<file path="src/rtl/ir_nec_pkg.sv">
// -----------------------------------------------------------------------------
// ir_nec_pkg
//   Shared definitions for the NEC IR receiver: FSM state encoding, pulse
//   window limits (in timing ticks), the frame length, and a window-compare
//   helper.
//
//   One tick is TICK_CLKS clk cycles (56.25 us at 50 MHz with the default).
//   The nominal NEC timings in ticks are:
//     leader mark 160, leader space 80, repeat space 40,
//     bit mark 10, zero space 10, one space 30.
//   Each window brackets its nominal value with generous margins so that
//   receiver jitter and the +/-1 tick quantisation of the duration counter
//   never push a legal pulse outside.
// -----------------------------------------------------------------------------
package ir_nec_pkg;

  // Receiver FSM states. Each named state is the level currently being timed.
  typedef enum logic [2:0] {
    ST_IDLE,       // line idle (high), waiting for a leader mark
    ST_LDR_MARK,   // timing the 9 ms leader mark
    ST_LDR_SPACE,  // timing the leader space (data frame or repeat code)
    ST_BIT_MARK,   // timing the 562 us mark that starts every data bit
    ST_BIT_SPACE,  // timing the space that encodes the bit value
    ST_STOP_MARK,  // timing the trailing mark after bit 31
    ST_RPT_MARK    // timing the trailing mark of a repeat code
  } state_t;

  // Inclusive pulse windows, in ticks.
  localparam int LDR_MARK_MIN  = 128;
  localparam int LDR_MARK_MAX  = 192;
  localparam int LDR_SPACE_MIN = 64;
  localparam int LDR_SPACE_MAX = 96;
  localparam int RPT_SPACE_MIN = 32;
  localparam int RPT_SPACE_MAX = 48;
  localparam int BIT_MARK_MIN  = 6;
  localparam int BIT_MARK_MAX  = 14;
  localparam int ZERO_SP_MIN   = 6;
  localparam int ZERO_SP_MAX   = 14;
  localparam int ONE_SP_MIN    = 22;
  localparam int ONE_SP_MAX    = 38;

  // Data bits per frame: addr, ~addr, cmd, ~cmd.
  localparam int FRAME_BITS = 32;

  // True when a measured duration lies inside [lo, hi].
  function automatic logic in_window(input int d, input int lo, input int hi);
    return (d >= lo) && (d <= hi);
  endfunction

endpackage

</file>
<file path="src/rtl/ir_tick_gen.sv">
// -----------------------------------------------------------------------------
// ir_tick_gen
//   Free-running prescaler that produces the timing tick for the NEC
//   receiver's pulse-duration counter.
//
// Parameters
//   TICK_CLKS  clk cycles per tick (>= 1)
//
// Ports
//   clk   in   system clock
//   rst   in   synchronous, active-high reset
//   tick  out  1-cycle pulse, once every TICK_CLKS cycles (registered)
// -----------------------------------------------------------------------------
module ir_tick_gen #(
  parameter int TICK_CLKS = 2813
) (
  input  logic clk,
  input  logic rst,
  output logic tick
);

  localparam int CW = (TICK_CLKS > 1) ? $clog2(TICK_CLKS) : 1;
  localparam logic [CW-1:0] CNT_LAST = CW'(TICK_CLKS - 1);

  logic [CW-1:0] cnt;

  // NOTE: sequential state is always assigned with <= so every flop samples
  // the pre-edge values of its neighbours, independent of statement order.
  always_ff @(posedge clk) begin
    if (rst) begin
      cnt  <= '0;
      tick <= 1'b0;
    end else if (cnt == CNT_LAST) begin
      cnt  <= '0;
      tick <= 1'b1;
    end else begin
      cnt  <= cnt + 1'b1;
      tick <= 1'b0;
    end
  end

endmodule

</file>
<file path="src/rtl/ir_nec_receiver.sv">
// -----------------------------------------------------------------------------
// ir_nec_receiver
//   Decodes NEC frames from a demodulated, active-low IR receiver into an
//   address byte and a command byte, flags repeat codes and malformed frames,
//   and keeps the last valid command as a 9-bit {sign, magnitude} word for
//   the 7-segment BCD display stage.
//
// Parameters
//   TICK_CLKS  clk cycles per timing tick
//   DUR_W      width of the pulse-duration counter; its all-ones value is the
//              inactivity timeout
//
// Ports
//   clk    in   system clock
//   rst    in   synchronous, active-high reset
//   ir_in  in   raw receiver output, asynchronous; 0 = carrier (mark)
//   addr   out  [7:0] address byte of the last valid frame
//   cmd    out  [7:0] command byte of the last valid frame
//   value  out  [8:0] {1'b0, cmd} for the display stage
//   valid  out  1-cycle pulse: new frame accepted (addr/cmd/value update now)
//   rpt    out  1-cycle pulse: repeat code accepted
//   err    out  1-cycle pulse: frame aborted (window miss / inverse mismatch)
//
// Latency: a pulse appears on the 3rd clk edge after the ir_in transition
// that ends the frame (two synchronizer stages plus the FSM register).
// -----------------------------------------------------------------------------
module ir_nec_receiver
  import ir_nec_pkg::*;
#(
  parameter int TICK_CLKS = 2813,
  parameter int DUR_W     = 8
) (
  input  logic       clk,
  input  logic       rst,
  input  logic       ir_in,
  output logic [7:0] addr,
  output logic [7:0] cmd,
  output logic [8:0] value,
  output logic       valid,
  output logic       rpt,
  output logic       err
);

  localparam int BCW = $clog2(FRAME_BITS);
  localparam logic [BCW-1:0]   LAST_BIT = BCW'(FRAME_BITS - 1);
  localparam logic [DUR_W-1:0] DUR_MAX  = '1;

  // ---------------------------------------------------------------------------
  // Synchronizer and edge detect. sync3 is a delayed copy of the settled
  // sample so an edge is seen for exactly one cycle. All three reset to the
  // idle (high) level so leaving reset never fakes an edge.
  // ---------------------------------------------------------------------------
  logic sync1, sync2, sync3;

  always_ff @(posedge clk) begin
    if (rst) begin
      sync1 <= 1'b1;
      sync2 <= 1'b1;
      sync3 <= 1'b1;
    end else begin
      sync1 <= ir_in;
      sync2 <= sync1;
      sync3 <= sync2;
    end
  end

  logic fall, rise;
  assign fall = sync3 & ~sync2;   // space -> mark
  assign rise = ~sync3 & sync2;   // mark -> space

  // ---------------------------------------------------------------------------
  // Tick prescaler and pulse-duration counter. On an edge cycle dur still
  // holds the length of the level that just ended; it restarts from 0 on the
  // following cycle. Saturation doubles as the inactivity timeout.
  // ---------------------------------------------------------------------------
  logic tick;

  ir_tick_gen #(
    .TICK_CLKS(TICK_CLKS)
  ) u_tick_gen (
    .clk (clk),
    .rst (rst),
    .tick(tick)
  );

  logic [DUR_W-1:0] dur;
  logic             dur_sat;

  assign dur_sat = (dur == DUR_MAX);

  always_ff @(posedge clk) begin
    if (rst) begin
      dur <= '0;
    end else if (rise || fall) begin
      dur <= '0;
    end else if (tick && !dur_sat) begin
      dur <= dur + 1'b1;
    end
  end

  // Window classification of the level that just ended.
  int   dur_i;
  logic win_ldr_mark, win_ldr_space, win_rpt_space;
  logic win_bit_mark, win_zero_sp, win_one_sp;

  assign dur_i         = int'(dur);
  assign win_ldr_mark  = in_window(dur_i, LDR_MARK_MIN,  LDR_MARK_MAX);
  assign win_ldr_space = in_window(dur_i, LDR_SPACE_MIN, LDR_SPACE_MAX);
  assign win_rpt_space = in_window(dur_i, RPT_SPACE_MIN, RPT_SPACE_MAX);
  assign win_bit_mark  = in_window(dur_i, BIT_MARK_MIN,  BIT_MARK_MAX);
  assign win_zero_sp   = in_window(dur_i, ZERO_SP_MIN,   ZERO_SP_MAX);
  assign win_one_sp    = in_window(dur_i, ONE_SP_MIN,    ONE_SP_MAX);

  // ---------------------------------------------------------------------------
  // Frame register, LSB-first: after 32 shifts it reads
  // {cmd_n, cmd, addr_n, addr}. The check looks at the completed word held
  // while the stop mark is being timed.
  // ---------------------------------------------------------------------------
  logic [FRAME_BITS-1:0] shreg;
  logic                  frame_ok;

  assign frame_ok = ((shreg[7:0]   ^ shreg[15:8])  == 8'hFF) &&
                    ((shreg[23:16] ^ shreg[31:24]) == 8'hFF);

  // ---------------------------------------------------------------------------
  // Receiver FSM with registered outputs. Pulses default low every cycle so
  // at most one of valid/rpt/err can be set, and only for one cycle.
  // ---------------------------------------------------------------------------
  state_t         state;
  logic [BCW-1:0] bit_cnt;
  logic           have_frame;

  always_ff @(posedge clk) begin
    if (rst) begin
      state      <= ST_IDLE;
      bit_cnt    <= '0;
      shreg      <= '0;
      have_frame <= 1'b0;
      addr       <= '0;
      cmd        <= '0;
      value      <= '0;
      valid      <= 1'b0;
      rpt        <= 1'b0;
      err        <= 1'b0;
    end else begin
      valid <= 1'b0;
      rpt   <= 1'b0;
      err   <= 1'b0;

      // A level that outlasts the counter abandons the frame quietly; this
      // also recovers from a receiver stuck low.
      if (state != ST_IDLE && dur_sat) begin
        state <= ST_IDLE;
      end else begin
        unique case (state)
          ST_IDLE: begin
            if (fall) state <= ST_LDR_MARK;
          end

          ST_LDR_MARK: begin
            // A short or overlong first mark is treated as noise, not an error.
            if (rise) state <= win_ldr_mark ? ST_LDR_SPACE : ST_IDLE;
          end

          ST_LDR_SPACE: begin
            if (fall) begin
              if (win_ldr_space) begin
                bit_cnt <= '0;
                state   <= ST_BIT_MARK;
              end else if (win_rpt_space) begin
                state <= ST_RPT_MARK;
              end else begin
                err   <= 1'b1;
                state <= ST_IDLE;
              end
            end
          end

          ST_BIT_MARK: begin
            if (rise) begin
              if (win_bit_mark) begin
                state <= ST_BIT_SPACE;
              end else begin
                err   <= 1'b1;
                state <= ST_IDLE;
              end
            end
          end

          ST_BIT_SPACE: begin
            if (fall) begin
              if (win_zero_sp || win_one_sp) begin
                shreg <= {win_one_sp, shreg[FRAME_BITS-1:1]};
                if (bit_cnt == LAST_BIT) begin
                  state <= ST_STOP_MARK;
                end else begin
                  bit_cnt <= bit_cnt + 1'b1;
                  state   <= ST_BIT_MARK;
                end
              end else begin
                err   <= 1'b1;
                state <= ST_IDLE;
              end
            end
          end

          ST_STOP_MARK: begin
            if (rise) begin
              if (win_bit_mark && frame_ok) begin
                addr       <= shreg[7:0];
                cmd        <= shreg[23:16];
                value      <= {1'b0, shreg[23:16]};
                valid      <= 1'b1;
                have_frame <= 1'b1;
              end else begin
                err <= 1'b1;
              end
              state <= ST_IDLE;
            end
          end

          ST_RPT_MARK: begin
            // A repeat with nothing to repeat, or a bad trailing mark, is
            // dropped without an error.
            if (rise) begin
              if (win_bit_mark && have_frame) rpt <= 1'b1;
              state <= ST_IDLE;
            end
          end

          default: state <= ST_IDLE;
        endcase
      end
    end
  end

endmodule

</file>
<file path="config.mk">
export PLATFORM = sky130hd
export DESIGN_NAME = ir_nec_receiver
export DESIGN_NICKNAME = d
export VERILOG_FILES = /design/src/rtl/ir_nec_pkg.sv /design/src/rtl/ir_tick_gen.sv /design/src/rtl/ir_nec_receiver.sv
export SDC_FILE = /design/constraint.sdc
export NUM_CORES = 1
export LEC_CHECK = 0
export BUFFER_PORTS_ARGS = -buffer_cell sky130_fd_sc_hd__buf_2
export CAP_MARGIN = 20
export CORE_MARGIN = 2
export CORE_UTILIZATION = 26
export DETAILED_ROUTE_END_ITERATION = 6
export PLACE_DENSITY = 0.51
export SYNTH_ARGS = -nofsm -noshare
export SYNTH_HDL_FRONTEND = slang
export SYNTH_SLANG_ARGS = --single-unit
</file>
<file path="constraint.sdc">
create_clock -name clk -period 1.8 [get_ports clk]
set_input_delay 0.36 -clock clk [delete_from_list [all_inputs] [get_ports clk]]
set_output_delay 0.36 -clock clk [all_outputs]
set_load 0.005 [all_outputs]
</file>
==> flow_summary.yaml <==
detailed_routing:
  drc: 0
  dr.pass1.iters: 5
  vias_per_cell: 4.72
  ant_nets: 0
  routed_wl_mm: 10.8
  num_vias: 3608
  drt_iter0_drc: 164
  routedWlPerCell_um: 14.2
layout:
  areaGrowthSynthToFinish_pct: 34.7
  nets: 555
  diodes: 0
  drive_above_1_share: 0.346
yosys:
  syn-cell-area_um2: 4190
  ys_types: 63
  seq_area_frac_synth: 0.401
  synth_area_per_cell_um2: 9.01
  yosysWarnings: 0
  yosys_most_used_dff: "dfxtp_1"
  synth_enable_flop_cells: 0
  yosys_register_bits: 84
  syn_inst: 465
  async_flop_share: 0
  synthesis.nets: 476
cts:
  worstSkewPairLatency_ps: 350
  cts.clk_slew.worst_paths_ps: 60
  clockBufferDepth: 2
  numCtsBuffers: 9
  ctsHoldBuffers: 0
  htreeDepth: 3
  cts_sinks: 84
  cts_tree: "yes"
  cts_root_buf: "clkbuf_16"
pwr:
  power_frac_seq: 0.473
  pwr-share-comb: 0.026
  pwr-share-clk: 0.500
  internal-power_mw: 3.03
  total_power_mw: 3.94
  switching_share: 0.231
  peakVddDrop_uv: 471
  power_density_nw_per_um2: 699
  power.switching_uw: 909
  p_leak_nw: 2.11
critical_path:
  worstSetupStartpointType: "flip-flop"
  cp_slowest_cell: "or3b_4"
  path_cells: "or3b_4, o32a_1, a21oi_2, buf_4, and4_4, a22o_1"
  cp_top_family: "simple AND/OR/NAND/NOR gates"
  cpPeakStageDelay_ps: 380
  critPathMaxFanout: 6
  criticalPathCategory: "flip-flop to flip-flop"
  cp_num_buf_inv: 1
  required_ps: 2090
  end_kind: "flip-flop"
  cp.arrival_ps: 2080
timing:
  maxSlewViolCount: 0
  finalSetupTns_ps: 0
  slew_headroom: 0.665
  finalCritPeriodShare: 0.996
  fmax_ghz: 0.558
  hold_viol: 0
  worstMarginPinSlew_ps: 498
  timing.final.ws_setup_ps: 6.51
  period_minus_slack_ps: 1790
  fin_skew_ps: 16.1
  setup_viol: 0
  grt_setup_unrepaired: "true"
grt:
  grt_usage: 0.126
  antenna_found_initial: 0
  grt_max_degree: 28
  grt_pass1_wl_mm: 16.8
  grt_pass1_vias: 3407
  overflow: 0
placement:
  hpwl_mm: 7.42
  pre_cts_slack_ps: -211
  gp_congestion: 0.841
  portBuffers: 29
floorplan:
  row_count: 46
  die_x_um: 131
  coreArea_um2: 15800
  ioPinCount: 31
  die_area_um2: 17100
  initial_core_util: 0.265
  die_y_um: 131
min_path:
  min_path_type: "input port to flip-flop"
run_status:
  outcome: "complete, no violations"
flow_run:
  maxCapViolCount: 0
[registers in the layout (all words and copies together) (netlist names), 3 cells and up]
signal / count
addr: 8
bit_cnt: 5
dur: 8
shreg: 32
state: 3
u_tick_gen.cnt: 12
value: 8
[kinds of logic (layout without fill, tap and decap cells)]
family | after synthesis | in the layout | share of synthesized area
AND/OR/NAND/NOR | 174 | 174 | 0.236
other | 1 | 1 | 0.000895
multiplexers | 31 | 31 | 0.0741
adder cells (fa/ha/maj) | 8 | 8 | 0.0239
XOR/XNOR | 33 | 33 | 0.0690
flip-flops | 84 | 84 | 0.401
buffers and inverters | 57 | 141 | 0.0699
AO/OA/AOI/OAI | 77 | 77 | 0.125
[synthesized netlist by cell type, types with 3 or more instances]
cell / count / area (µm²)
nor2_1: 60 / 225
ha_1: 8 / 100
and4_1: 3 / 26.3
and3_1: 7 / 43.8
nand4_1: 26 / 163
xnor2_1: 18 / 158
o21ai_0: 7 / 35.0
nor2b_1: 4 / 25.0
buf_4: 10 / 75.1
or2_2: 3 / 18.8
nand3_1: 16 / 80.1
a21oi_1: 27 / 135
o21a_1: 3 / 22.5
xor2_1: 15 / 131
inv_1: 15 / 56.3
nor3_1: 10 / 50.1
o31ai_1: 17 / 128
dfxtp_1: 84 / 1680
nand2_1: 12 / 45.0
nand2b_1: 5 / 31.3
buf_2: 13 / 65.1
buf_6: 3 / 33.8
nor4b_1: 3 / 26.3
clkbuf_1: 14 / 52.6
mux2i_1: 31 / 310
[what timing repair did]
action	4_1_cts	5_1_grt
pin swaps	8	23
setup endpoints to repair	59	59
gates cloned	1	2
setup buffers	3	4
resized for setup	22	52
[routing by layer]
metal,track usage,vias up,share of wire
li1,-,1813,-
met5,0,-,0
met3,0.0326,12,0.029
met2,0.198,54,0.48
met1,0.164,1729,0.48
met4,0.0501,0,0.015
[cell type report]
cell class,count,area (µm²)
inverters,15,56.3
multi-input cells,324,2410
flip-flops and latches,84,1720
fillers,1603,10200
clock buffers,10,239
clock inverters,6,75.1
repair buffers,110,873
well taps,216,270
[path summary, 6_finish.rpt]
| kind | end | depth (start not counted) | slack, ps | from |
|---|---|---|---|---|
| worst max-delay path | bit_cnt[0] | 6 | 7 | dur[7] |
| worst min-delay path | sync1 | 2 | 220 | ir_in |
| worst max register to register | bit_cnt[0] | 6 | 7 | dur[7] |
| worst min register to register | sync2 | 1 | 420 | sync1 |
[metrics by stage]
step,util,std cells,hold slack (ps),instance area [µm²]
floorplan,-,465,389,4190
global placement,0.313,740,395,4960
detailed placement,0.313,740,407,4960
CTS,0.340,760,208,5390
global route,0.357,765,214,5640
finish,0.357,765,217,5640
[placed cells by master, fill, tap and decap left out, types with 9 or more instances in the layout]
master     netlist  routed
nand2_1         12      12
xor2_1          15      15
nor2_1          60      59
clkbuf_16        0      11
nand4_1         26      26
buf_2           13      29
a21oi_1         27      25
xnor2_1         18      17
nand3_1         16      15
mux2i_1         31      27
dfxtp_2          0      12
dfxtp_1         84      66
o31ai_1         17      10
buf_4           10      70
inv_1           15      15
nor3_1          10       9
[power by group through the flow]
stage | logic (mW) | clock network (mW) | registers, mW
global placement | 0.0973 | 0 | 1.92
global route | 0.115 | 2.11 | 1.87
floorplan | 0.0632 | 0 | 1.92
detailed placement | 0.0996 | 0 | 1.92
finish | 0.104 | 1.97 | 1.87
CTS | 0.102 | 2.03 | 1.87
No activity file was read; power rests on OpenSTA's default activity.
